$ cat config.mk
export PLATFORM = sky130hd
export DESIGN_NAME = timer_cfg_arbiter
export DESIGN_NICKNAME = d
export VERILOG_FILES = /design/src/rtl/timer_cfg_arbiter.sv
export SDC_FILE = /design/constraint.sdc
export NUM_CORES = 1
export LEC_CHECK = 0
export ABC_AREA = 1
export BUFFER_PORTS_ARGS = -buffer_cell sky130_fd_sc_hd__buf_2
export CAP_MARGIN = 20
export CORE_MARGIN = 1.5
export CORE_UTILIZATION = 30
export DETAILED_ROUTE_END_ITERATION = 6
export PLACE_DENSITY = 0.58
export SKIP_CTS_REPAIR_TIMING = 1
export SKIP_LAST_GASP = 1
export SYNTH_ARGS = -nofsm -noshare
export SYNTH_HDL_FRONTEND = slang
export SYNTH_SLANG_ARGS = --single-unit
$ cat constraint.sdc
create_clock -name clk_i -period 4.8 [get_ports clk_i]
set_input_delay 0.96 -clock clk_i [delete_from_list [all_inputs] [get_ports clk_i]]
set_output_delay 0.96 -clock clk_i [all_outputs]
set_load 0.005 [all_outputs]
$ cat src/rtl/timer_cfg_arbiter.sv
// timer_cfg_arbiter: round-robin arbiter that shares the timer configuration
// bus among NUM_REQ requesters, with one transaction per grant. It tracks
// which requester owns the running timer, blocks CFG/RELOAD writes from
// requesters that do not own it, and routes the timeout pulse to the owner.
module timer_cfg_arbiter #(
    parameter int unsigned NUM_REQ = 4,
    parameter int unsigned IDX_W   = 2
) (
    input  logic                  clk_i,
    input  logic                  reset_n_i,
    input  logic [NUM_REQ-1:0]    req_i,
    input  logic [NUM_REQ-1:0]    wr_i,
    input  logic [NUM_REQ*32-1:0] addr_i,
    input  logic [NUM_REQ*32-1:0] wdata_i,
    output logic [NUM_REQ-1:0]    ack_o,
    output logic [NUM_REQ-1:0]    err_o,
    output logic [31:0]           rdata_o,
    output logic [NUM_REQ-1:0]    irq_o,
    output logic [IDX_W-1:0]      owner_o,
    output logic                  owner_vld_o,
    output logic                  tmr_sel_o,
    output logic                  tmr_wr_o,
    output logic [31:0]           tmr_addr_o,
    output logic [31:0]           tmr_wdata_o,
    input  logic [31:0]           tmr_rdata_i,
    input  logic                  tmr_irq_i
);

    localparam logic [7:0] REG_CFG    = 8'h10;
    localparam logic [7:0] REG_RELOAD = 8'h14;

    typedef enum logic [1:0] {
        S_IDLE,
        S_ISSUE,
        S_ACK
    } state_e;

    state_e state_q, state_d;

    // The granted index doubles as the round-robin pointer; the next scan
    // starts one past it.
    logic [IDX_W-1:0]   gnt_q, gnt_d;
    logic               latch;
    logic               wr_q;
    logic [31:0]        addr_q;
    logic [31:0]        wdata_q;
    logic               err_q;
    logic [31:0]        rdata_q;
    logic [IDX_W-1:0]   owner_q;
    logic               owner_vld_q;
    logic [NUM_REQ-1:0] irq_q, irq_d;

    logic               any_req;
    logic [IDX_W-1:0]   pick;
    logic [IDX_W-1:0]   cand;
    logic               blocked;

    logic [31:0] addr_arr  [NUM_REQ];
    logic [31:0] wdata_arr [NUM_REQ];

    for (genvar g = 0; g < NUM_REQ; g++) begin : g_unpack
        assign addr_arr[g]  = addr_i[32*g +: 32];
        assign wdata_arr[g] = wdata_i[32*g +: 32];
    end

    // Protected registers may only be written by the owner while ownership is held.
    assign blocked = wr_q
                   && ((addr_q[7:0] == REG_CFG) || (addr_q[7:0] == REG_RELOAD))
                   && owner_vld_q
                   && (gnt_q != owner_q);

    // Round-robin search: first requester found scanning from pointer+1.
    always_comb begin
        any_req = 1'b0;
        pick    = gnt_q;
        cand    = '0;
        for (int unsigned i = 1; i <= NUM_REQ; i++) begin
            cand = IDX_W'((32'(gnt_q) + i) % NUM_REQ);
            if (!any_req && req_i[cand]) begin
                any_req = 1'b1;
                pick    = cand;
            end
        end
    end

    // Next-state and bus/handshake outputs of the transaction FSM.
    always_comb begin
        state_d   = state_q;
        gnt_d     = gnt_q;
        latch     = 1'b0;
        tmr_sel_o = 1'b0;
        tmr_wr_o  = 1'b0;
        ack_o     = '0;
        err_o     = '0;
        unique case (state_q)
            S_IDLE: begin
                if (any_req) begin
                    state_d = S_ISSUE;
                    gnt_d   = pick;
                    latch   = 1'b1;
                end
            end
            S_ISSUE: begin
                tmr_sel_o = 1'b1;
                tmr_wr_o  = wr_q & ~blocked;
                state_d   = S_ACK;
            end
            S_ACK: begin
                ack_o[gnt_q] = 1'b1;
                err_o[gnt_q] = err_q;
                state_d      = S_IDLE;
            end
            default: state_d = S_IDLE;
        endcase
    end

    // State register, grant pointer and payload latched at grant.
    always_ff @(posedge clk_i or negedge reset_n_i) begin
        if (!reset_n_i) begin
            state_q <= S_IDLE;
            gnt_q   <= IDX_W'(NUM_REQ - 1);
            wr_q    <= 1'b0;
            addr_q  <= '0;
            wdata_q <= '0;
        end else begin
            state_q <= state_d;
            gnt_q   <= gnt_d;
            if (latch) begin
                wr_q    <= wr_i[pick];
                addr_q  <= addr_arr[pick];
                wdata_q <= wdata_arr[pick];
            end
        end
    end

    // Completion status, read data capture and ownership update at end of ISSUE.
    always_ff @(posedge clk_i or negedge reset_n_i) begin
        if (!reset_n_i) begin
            err_q       <= 1'b0;
            rdata_q     <= '0;
            owner_q     <= '0;
            owner_vld_q <= 1'b0;
        end else if (state_q == S_ISSUE) begin
            err_q   <= blocked;
            rdata_q <= blocked ? '0 : tmr_rdata_i;
            if (wr_q && !blocked && (addr_q[7:0] == REG_CFG)) begin
                if (wdata_q[0]) begin
                    owner_q     <= gnt_q;
                    owner_vld_q <= 1'b1;
                end else begin
                    owner_vld_q <= 1'b0;
                end
            end
        end
    end

    // Timeout routing uses the ownership in force during the pulse cycle.
    always_comb begin
        irq_d = '0;
        if (tmr_irq_i && owner_vld_q) begin
            irq_d[owner_q] = 1'b1;
        end
    end

    // Registered timeout pulse to the owner.
    always_ff @(posedge clk_i or negedge reset_n_i) begin
        if (!reset_n_i) begin
            irq_q <= '0;
        end else begin
            irq_q <= irq_d;
        end
    end

    assign rdata_o     = rdata_q;
    assign irq_o       = irq_q;
    assign owner_o     = owner_q;
    assign owner_vld_o = owner_vld_q;
    assign tmr_addr_o  = addr_q;
    assign tmr_wdata_o = wdata_q;

endmodule

After elaboration in Yosys (flattened, before gate mapping)
Cells that the tools add are included.
- register bits: 109
- input bits: 299
- add/sub/neg operators: 4
- $lt $le $gt $ge: 10
- equality and inequality tests: 6
- multiplexer cells: 39
- bitwise logic cells: 4
- reductions and logical operators: 20
- operators with widths (kind ; count):
    $mux W32 ; 5
    $bmux W32 S2 ; 2
    $lt A2 B3 Y1 const B ; 7
    $eq A8 B5 Y1 const B ; 2
    $mux W1 ; 16
    $mux W4 ; 3
    $logic_and A1 B1 Y1 ; 11
    $bmux W1 S2 ; 5
    $mux W2 ; 5
    $add A2 B1 Y2 const B ; 2
    $add A2 B2 Y2 const B ; 2
    $and A4 B4 Y4 ; 1
    $demux W1 S2 ; 2
    $ge A2 B1 Y1 const B ; 2
    $logic_not A1 Y1 ; 4
    $pmux W2 S2 ; 1
    $reduce_and A2 Y1 ; 2
    $ge A3 B3 Y1 const B ; 1
    $not A2 Y3 ; 1
    $reduce_and A3 Y1 ; 1
    $eq A2 B1 Y1 const B ; 1
    $eq A2 B2 Y1 const B ; 1
    $logic_not A2 Y1 ; 1
    $ne A2 B2 Y1 ; 1
    other kinds (4) ; 4

Depth between registers and ports, before layout
Gate-level depths: netlist (run 1).
- depth in word-level cells: 17
- mapped depth: 17

Worst setup path before layout (run 1)
Ideal clock, no wire load.
- kind: register to register
- start point: register gnt_q[0]
- end point: register wdata_q[13], in the netlist tmr_wdata_o[13]
- library setup time: 117 ps
- data arrival time: 2155 ps
- data required time: 4683 ps
- setup slack: 2528 ps
- cell stages (with the launch flop): 16
- clock period less this slack: 2272 ps
- cells stage by stage: dfstp_2 -> buf_6 -> inv_4 -> ha_1 -> inv_2 -> nand3_1 -> nand2_1 -> nand3_2 -> nand2_2 -> buf_4 -> buf_2 -> nand3_1 -> nand3_1 -> nand2_1 -> nand2_1 -> nand2_1
- word-level cells in the longest chain between the ends: 17
- elaborated cells between the ends (all ways): 32
- those cells by class: add/sub: 4; mux: 21; bitwise: 1; reduce/logical: 6
- ends and longest elaborated chain (element ; RTL line ; source):
    start, declared ; 42 ; logic [IDX_W-1:0] gnt_q, gnt_d;
    start signal, assigned ; 121 ; gnt_q <= IDX_W'(NUM_REQ - 1);
    start signal, assigned ; 127 ; gnt_q <= gnt_d;
    $add A2 B1 Y2 ; 78 ; cand = IDX_W'((32'(gnt_q) + i) % NUM_REQ);
    $bmux W1 S2 ; 79 ; if (!any_req && req_i[cand]) begin
    $mux W1 (not written as such) ; 79 ;
    $mux W1 ; 79 ;
    $logic_not A1 Y1 ; 79 ;
    $logic_and A1 B1 Y1 ; 79 ;
    $mux W1 ; 79 ;
    $logic_not A1 Y1 ; 79 ;
    $logic_and A1 B1 Y1 ; 79 ;
    $mux W1 ; 79 ;
    $logic_not A1 Y1 ; 79 ;
    $logic_and A1 B1 Y1 ; 79 ;
    $mux W2 ; 79 ;
    $not A2 Y3 (not written as such) ; 131 ; wdata_q <= wdata_arr[pick];
    $bmux W32 S2 ; 131 ;
    $mux W32 (not written as such) (2 in a row) ; 131 ;
    end signal, assigned ; 131 ;
    end, declared ; 46 ; logic [31:0] wdata_q;
Parallel ways exist; a longest one is shown, timed or not. The select of a mux whose other input is x is not followed.
A chain may end at the register's enable or synchronous reset.

Worst setup path after layout (run 1)
- start point: register gnt_q[0]
- end point: register wdata_q[27], in the netlist tmr_wdata_o[27]
Same word-level chain as after synthesis.

==> impl_metrics.json, run 1 <==
{
  "outcome": "complete, but fails checks",
  "violations": "DRC",
  "grt_pass1_wl_um": 42000,
  "tightest_slew_ns": 1.02,
  "final_cell_area_mm2": 0.0101,
  "crit_arrival_ns": 3.84,
  "ios": 412,
  "rows": 58,
  "antenna_found_initial": 0,
  "synth_top_area_frac": 0.351,
  "critPathTopFamily": "buffers and inverters",
  "sw_frac_of_total": 0.555,
  "end_kind": "flip-flop",
  "ir_drop_v": 0.000473,
  "skew_ns": 0.0117,
  "grt.total_usage": 0.202,
  "relSlewSlack": 0.317,
  "cts_tree": "yes",
  "dpl_cell_area_mm2": 0.00981,
  "fp.dieArea_mm2": 0.0264,
  "layout_common_cells": "buf_2, nand2_1, inv_1",
  "die_w_um": 162,
  "dp_slack_ns": 1.27,
  "period_needed_ns": 3.58,
  "timing_worst_setup_path_type": "reg2reg",
  "ys_types": 27,
  "cts_sinks": 109,
  "rsz0062_at_grt": "no",
  "clkPwrFrac": 0.087,
  "powerDensity_mw_per_mm2": 891,
  "wl_per_cell_um": 14.4,
  "worstSkewPairLatency_ns": 0.37,
  "layout_setup_ws_ns": 1.22,
  "timing.final.crit_share": 0.747,
  "drtPass1Iterations": 7,
  "antenna_left": 0,
  "grt_max_degree": 71,
  "synth_area_leader_cell": "dfrtp_1",
  "start_kind": "flip-flop",
  "pwr-share-seq": 0.188,
  "drt-total-wl_um": 27300,
  "hpwl_um": 20100,
  "cp_cell_sequence": "inv_4 > ha_1 > inv_2 > nand3_1 > nand2_1 > nand3_2 > nand2_4 > buf_4 > buf_4 > nand3_1 > nand3_1 > nand2_1 > nand2_1 > nand2_1",
  "p_int_mw": 4.02,
  "overflow": 0,
  "dr_total_vias": 8718,
  "ys_warn_count": 0,
  "layout-drive-gt1-share": 0.293,
  "cts_made_buffers": 9,
  "clk_pin_slew_ns": 0.09,
  "cp_max_fo": 70,
  "syn_area_mm2": 0.00762,
  "synth_area_leaders": "dfrtp_1, nand2_1, nand3_1",
  "cts_buffer_depth": 2,
  "p_sw_mw": 5.02,
  "finalSetupViolCount": 0,
  "grt_pass1_vias": 7990,
  "slew_viol_final": 0,
  "min_path_type": "in2async",
  "remaining_drc_errors": 1,
  "worst_ep_required_time_ns": 5.05,
  "avgSynthCellArea_um2": 6.37,
  "vias_per_cell": 4.60,
  "portBuffers": 411,
  "core_mm2": 0.0250,
  "slowest_delay_ns": 0.70,
  "ys_ff_latch": 109,
  "slowest_stage": "dfstp_2",
  "final_common_cell": "buf_2",
  "htreeDepth": 3,
  "start_util": 0.304,
  "fmax_ghz": 0.279,
  "drtIter0Drc": 517,
  "place_congestion": 0.902,
  "ys_seq_area_frac": 0.358,
  "hold_violations": 0,
  "p_leak_nw": 6.51,
  "cts_root_buffer": "clkbuf_16",
  "die_h_um": 162,
  "fin_nets": 1861,
  "critPathMostFrequentCell": "nand2_1",
  "r2r_setup_slack_ns": 1.22,
  "combPwrFrac": 0.725,
  "cap_violations": 0,
  "synth_nets": 1500,
  "tns_ns": 0,
  "synth_cells": 1197,
  "syn_to_final_growth_pct": 33.1,
  "utilization": 0.405,
  "critPathBufInv": 4
}
==> Yosys cell counts <==
cell type,number
buf_2,35
buf_6,4
nand3_2,3
nor2_4,2
ha_1,4
nand3b_1,10
a21oi_1,2
a22o_1,32
a21boi_1,1
inv_2,3
nor3_1,9
nand4_2,1
clkbuf_1,16
inv_4,1
dfstp_2,2
buf_1,3
or2_0,9
dfrtp_1,107
nor2_1,10
inv_1,261
o21ai_0,4
buf_4,15
nor3b_1,1
nand3_1,259
nand2_1,392
nand2_2,5
nand4_1,6
==> cell type report <==
type | instances | area, um2
Antenna cell | 1 | 2.50
Timing Repair Buffer | 423 | 2170
Multi-Input combinational cell | 750 | 3520
Clock inverter | 7 | 86.3
Sequential cell | 109 | 2730
Clock buffer | 9 | 225
Fill cell | 2715 | 14900
Tap cell | 330 | 413
Inverter | 265 | 997
==> power groups by stage <==
stage               sequential (mW)  clock [mW]  combinational, mW
finish                         1.70       0.788               6.55
global route                   1.75       0.854               7.48
CTS                            1.70       0.814               6.62
detailed placement             1.71           0               6.60
global placement               1.71           0               6.54
floorplan                      1.69           0               4.94
==> registers in the layout (all words and copies together) (netlist names) <==
name         cells
err_q            1
gnt_q            2
irq_o            4
owner_o          2
owner_vld_o      1
rdata_o         32
state_q          2
tmr_addr_o      32
tmr_wdata_o     32
wr_q             1
==> per-layer routing <==
| layer | share of wire | vias up | GRT usage |
|---|---|---|---|
| met2 | 0.48 | 350 | 0.337 |
| met3 | 0.074 | 40 | 0.0379 |
| met1 | 0.43 | 3964 | 0.264 |
| met5 | 0 | - | 0 |
| li1 | - | 4364 | - |
| met4 | 0.021 | 0 | 0.0626 |
==> worst paths after layout <==
check | start | endpoint | cells past startpoint
setup reg to reg | gnt_q[0] | tmr_wdata_o[27] | 14
setup / recovery | gnt_q[0] | tmr_wdata_o[27] | 14
max in group asynchronous | reset_n_i | tmr_wdata_o[30] | 2
min in group clk_i | state_q[1] | state_q[1] | 1
hold reg to reg | state_q[1] | state_q[1] | 1
hold / removal | reset_n_i | tmr_addr_o[26] | 1
==> through the flow <==
| step | hold WS (ns) | power (mW) | cells |
|---|---|---|---|
| 3_3_place_gp | 0.460 | 8.25 | 1876 |
| 4_1_cts | 0.393 | 9.14 | 1892 |
| 3_5_place_dp | 0.460 | 8.31 | 1876 |
| 6_report | 0.400 | 9.04 | 1894 |
| 5_1_grt | 0.396 | 10.1 | 1893 |
| 2_1_floorplan | 0.446 | 6.63 | 1197 |
==> logic make-up (layout without fill, tap and decap cells) <==
group	after synthesis	after routing	synth area share
other	0	1	0
buffers and inverters	338	704	0.184
AND/OR/NAND/NOR	707	707	0.410
flip-flops	109	109	0.358
adder cells (fa/ha/maj)	4	4	0.00657
AO/OA/AOI/OAI	39	39	0.0417
No activity file was read; power rests on OpenSTA's default activity.
==> inputs of run 2 (changes only) <==
--- a/config.mk
+++ b/config.mk
@@ -11,7 +11,7 @@
 export CORE_MARGIN = 1.5
 export CORE_UTILIZATION = 30
 export DETAILED_ROUTE_END_ITERATION = 6
-export PLACE_DENSITY = 0.58
+export PLACE_DENSITY = 0.61
 export SKIP_CTS_REPAIR_TIMING = 1
 export SKIP_LAST_GASP = 1
 export SYNTH_ARGS = -nofsm -noshare
==> constraint.sdc (replaced) <==
create_clock -name clk_i -period 3.2 [get_ports clk_i]
set_input_delay 0.64 -clock clk_i [delete_from_list [all_inputs] [get_ports clk_i]]
set_output_delay 0.64 -clock clk_i [all_outputs]
set_load 0.005 [all_outputs]
==> impl_metrics.json, run 2 (synthesized netlist as in run 1, its figures left out) <==
{
  "dp_slack_ns": 0.470,
  "finalSetupViolCount": 0,
  "fin_nets": 1864,
  "layout_setup_ws_ns": 0.389,
  "critPathTopFamily": "simple AND/OR/NAND/NOR gates",
  "slowest_stage": "dfstp_2",
  "ir_drop_v": 0.00111,
  "critPathMostFrequentCell": "nand2_1",
  "cts_root_buffer": "clkbuf_16",
  "end_kind": "flip-flop",
  "portBuffers": 411,
  "utilization": 0.408,
  "overflow": 0,
  "cp_max_fo": 57,
  "finalPower_mw": 13.7,
  "seq_area_mm2": 0.00273,
  "die_h_um": 162,
  "p_leak_nw": 6.55,
  "tns_ns": 0,
  "slowest_delay_ns": 0.70,
  "fillCellCount": 2745,
  "relSlewSlack": 0.299,
  "grt.total_usage": 0.199,
  "cts_sinks": 109,
  "timing.final.crit_share": 0.878,
  "cp_cell_sequence": "inv_4 > ha_1 > inv_2 > nand3_1 > nand2_1 > nand4_4 > buf_4 > nand3_1 > nand3_1 > nand2_1 > nand2_1 > nand2_1",
  "vias_per_cell": 4.64,
  "place_inst": 1880,
  "layout-drive-gt1-share": 0.294,
  "slew_viol_final": 0,
  "skew_ns": 0.0149,
  "crit_arrival_ns": 3.05,
  "cts_tree": "yes",
  "final_common_cell": "buf_2",
  "antenna_found_initial": 1,
  "grt_max_degree": 110,
  "dr_total_vias": 8798,
  "cts_buffer_depth": 2,
  "start_kind": "flip-flop",
  "drtPass1Iterations": 5,
  "clk_pin_slew_ns": 0.09,
  "critPathBufInv": 3,
  "rows": 58,
  "wl_per_cell_um": 14.0,
  "remaining_drc_errors": 0,
  "worstSkewPairLatency_ns": 0.36,
  "cts_made_buffers": 9,
  "ios": 412,
  "die_w_um": 162,
  "drtIter0Drc": 551,
  "worst_ep_required_time_ns": 3.44,
  "period_needed_ns": 2.81,
  "timing_worst_setup_path_type": "reg2reg",
  "fp.dieArea_mm2": 0.0264,
  "final_cell_count_no_fill": 1897,
  "tightest_slew_ns": 1.05,
  "hold_violations": 0,
  "place_congestion": 0.930,
  "fmax_ghz": 0.356,
  "dpl_cell_area_mm2": 0.00990,
  "core_mm2": 0.0250,
  "final_cell_area_mm2": 0.0102,
  "syn_to_final_growth_pct": 34.1,
  "drt-total-wl_um": 26600,
  "htreeDepth": 3,
  "layout_common_cells": "buf_2, nand2_1, inv_1",
  "grt_pass1_vias": 8251,
  "outcome": "finished, final reports clean",
  "start_util": 0.304,
  "min_path_type": "in2async",
  "powerDensity_mw_per_mm2": 1350,
  "fin_hold_ws_ns": 0.294,
  "antenna_left": 0,
  "cap_violations": 0,
  "grt_pass1_wl_um": 41800,
  "rsz0062_at_grt": "no",
  "hpwl_um": 19700,
  "multi_input_area_mm2": 0.00351
}
run 2: report_power, final:
group | internal (mW) | leakage (nW) | switching (mW) | total (mW)
logic | 3.53 | 5.04 | 6.50 | 10.0
clock network | 0.573 | 0.153 | 0.620 | 1.19
registers | 2.12 | 1.35 | 0.406 | 2.52
total | 6.22 | 6.55 | 7.53 | 13.7
run 2: worst register-to-register path, stage by stage (launching register included):
cell and delay (ns):
dfstp_2 0.70, inv_4 0.10, ha_1 0.39, inv_2 0.08, nand3_1 0.08, nand2_1 0.16
nand4_4 0.17, buf_4 0.51, nand3_1 0.20, nand3_1 0.12, nand2_1 0.08, nand2_1 0.06
nand2_1 0.05
run 2: path summary, 6_finish.rpt:
path | start | depth (start not counted) | slack (ns) | to
min in group clk_i | tmr_wdata_o[15] | 2 | 0.48 | tmr_wdata_o[15]
hold / removal | reset_n_i | 2 | 0.29 | tmr_wdata_o[8]
max in group asynchronous | reset_n_i | 2 | 2.33 | tmr_addr_o[10]
setup reg to reg | gnt_q[0] | 12 | 0.39 | tmr_addr_o[2]
hold reg to reg | tmr_wdata_o[15] | 2 | 0.48 | tmr_wdata_o[15]
setup / recovery | gnt_q[0] | 12 | 0.39 | tmr_addr_o[2]
run 2: area by class of cell:
class                           instances  area share
Antenna cell                            1    0.000245
Clock buffer                            9      0.0220
Sequential cell                       109       0.267
Timing Repair Buffer                  426       0.220
Multi-Input combinational cell        750       0.344
Tap cell                              330      0.0404
Inverter                              265      0.0976
Clock inverter                          7     0.00894
run 2: per-layer routing:
layer | up-vias | GRT usage | part of all wire
li1 | 4379 | - | -
met1 | 3993 | 0.265 | 0.45
met2 | 368 | 0.318 | 0.46
met3 | 58 | 0.0339 | 0.062
met4 | 0 | 0.0826 | 0.034
met5 | - | 0 | 0
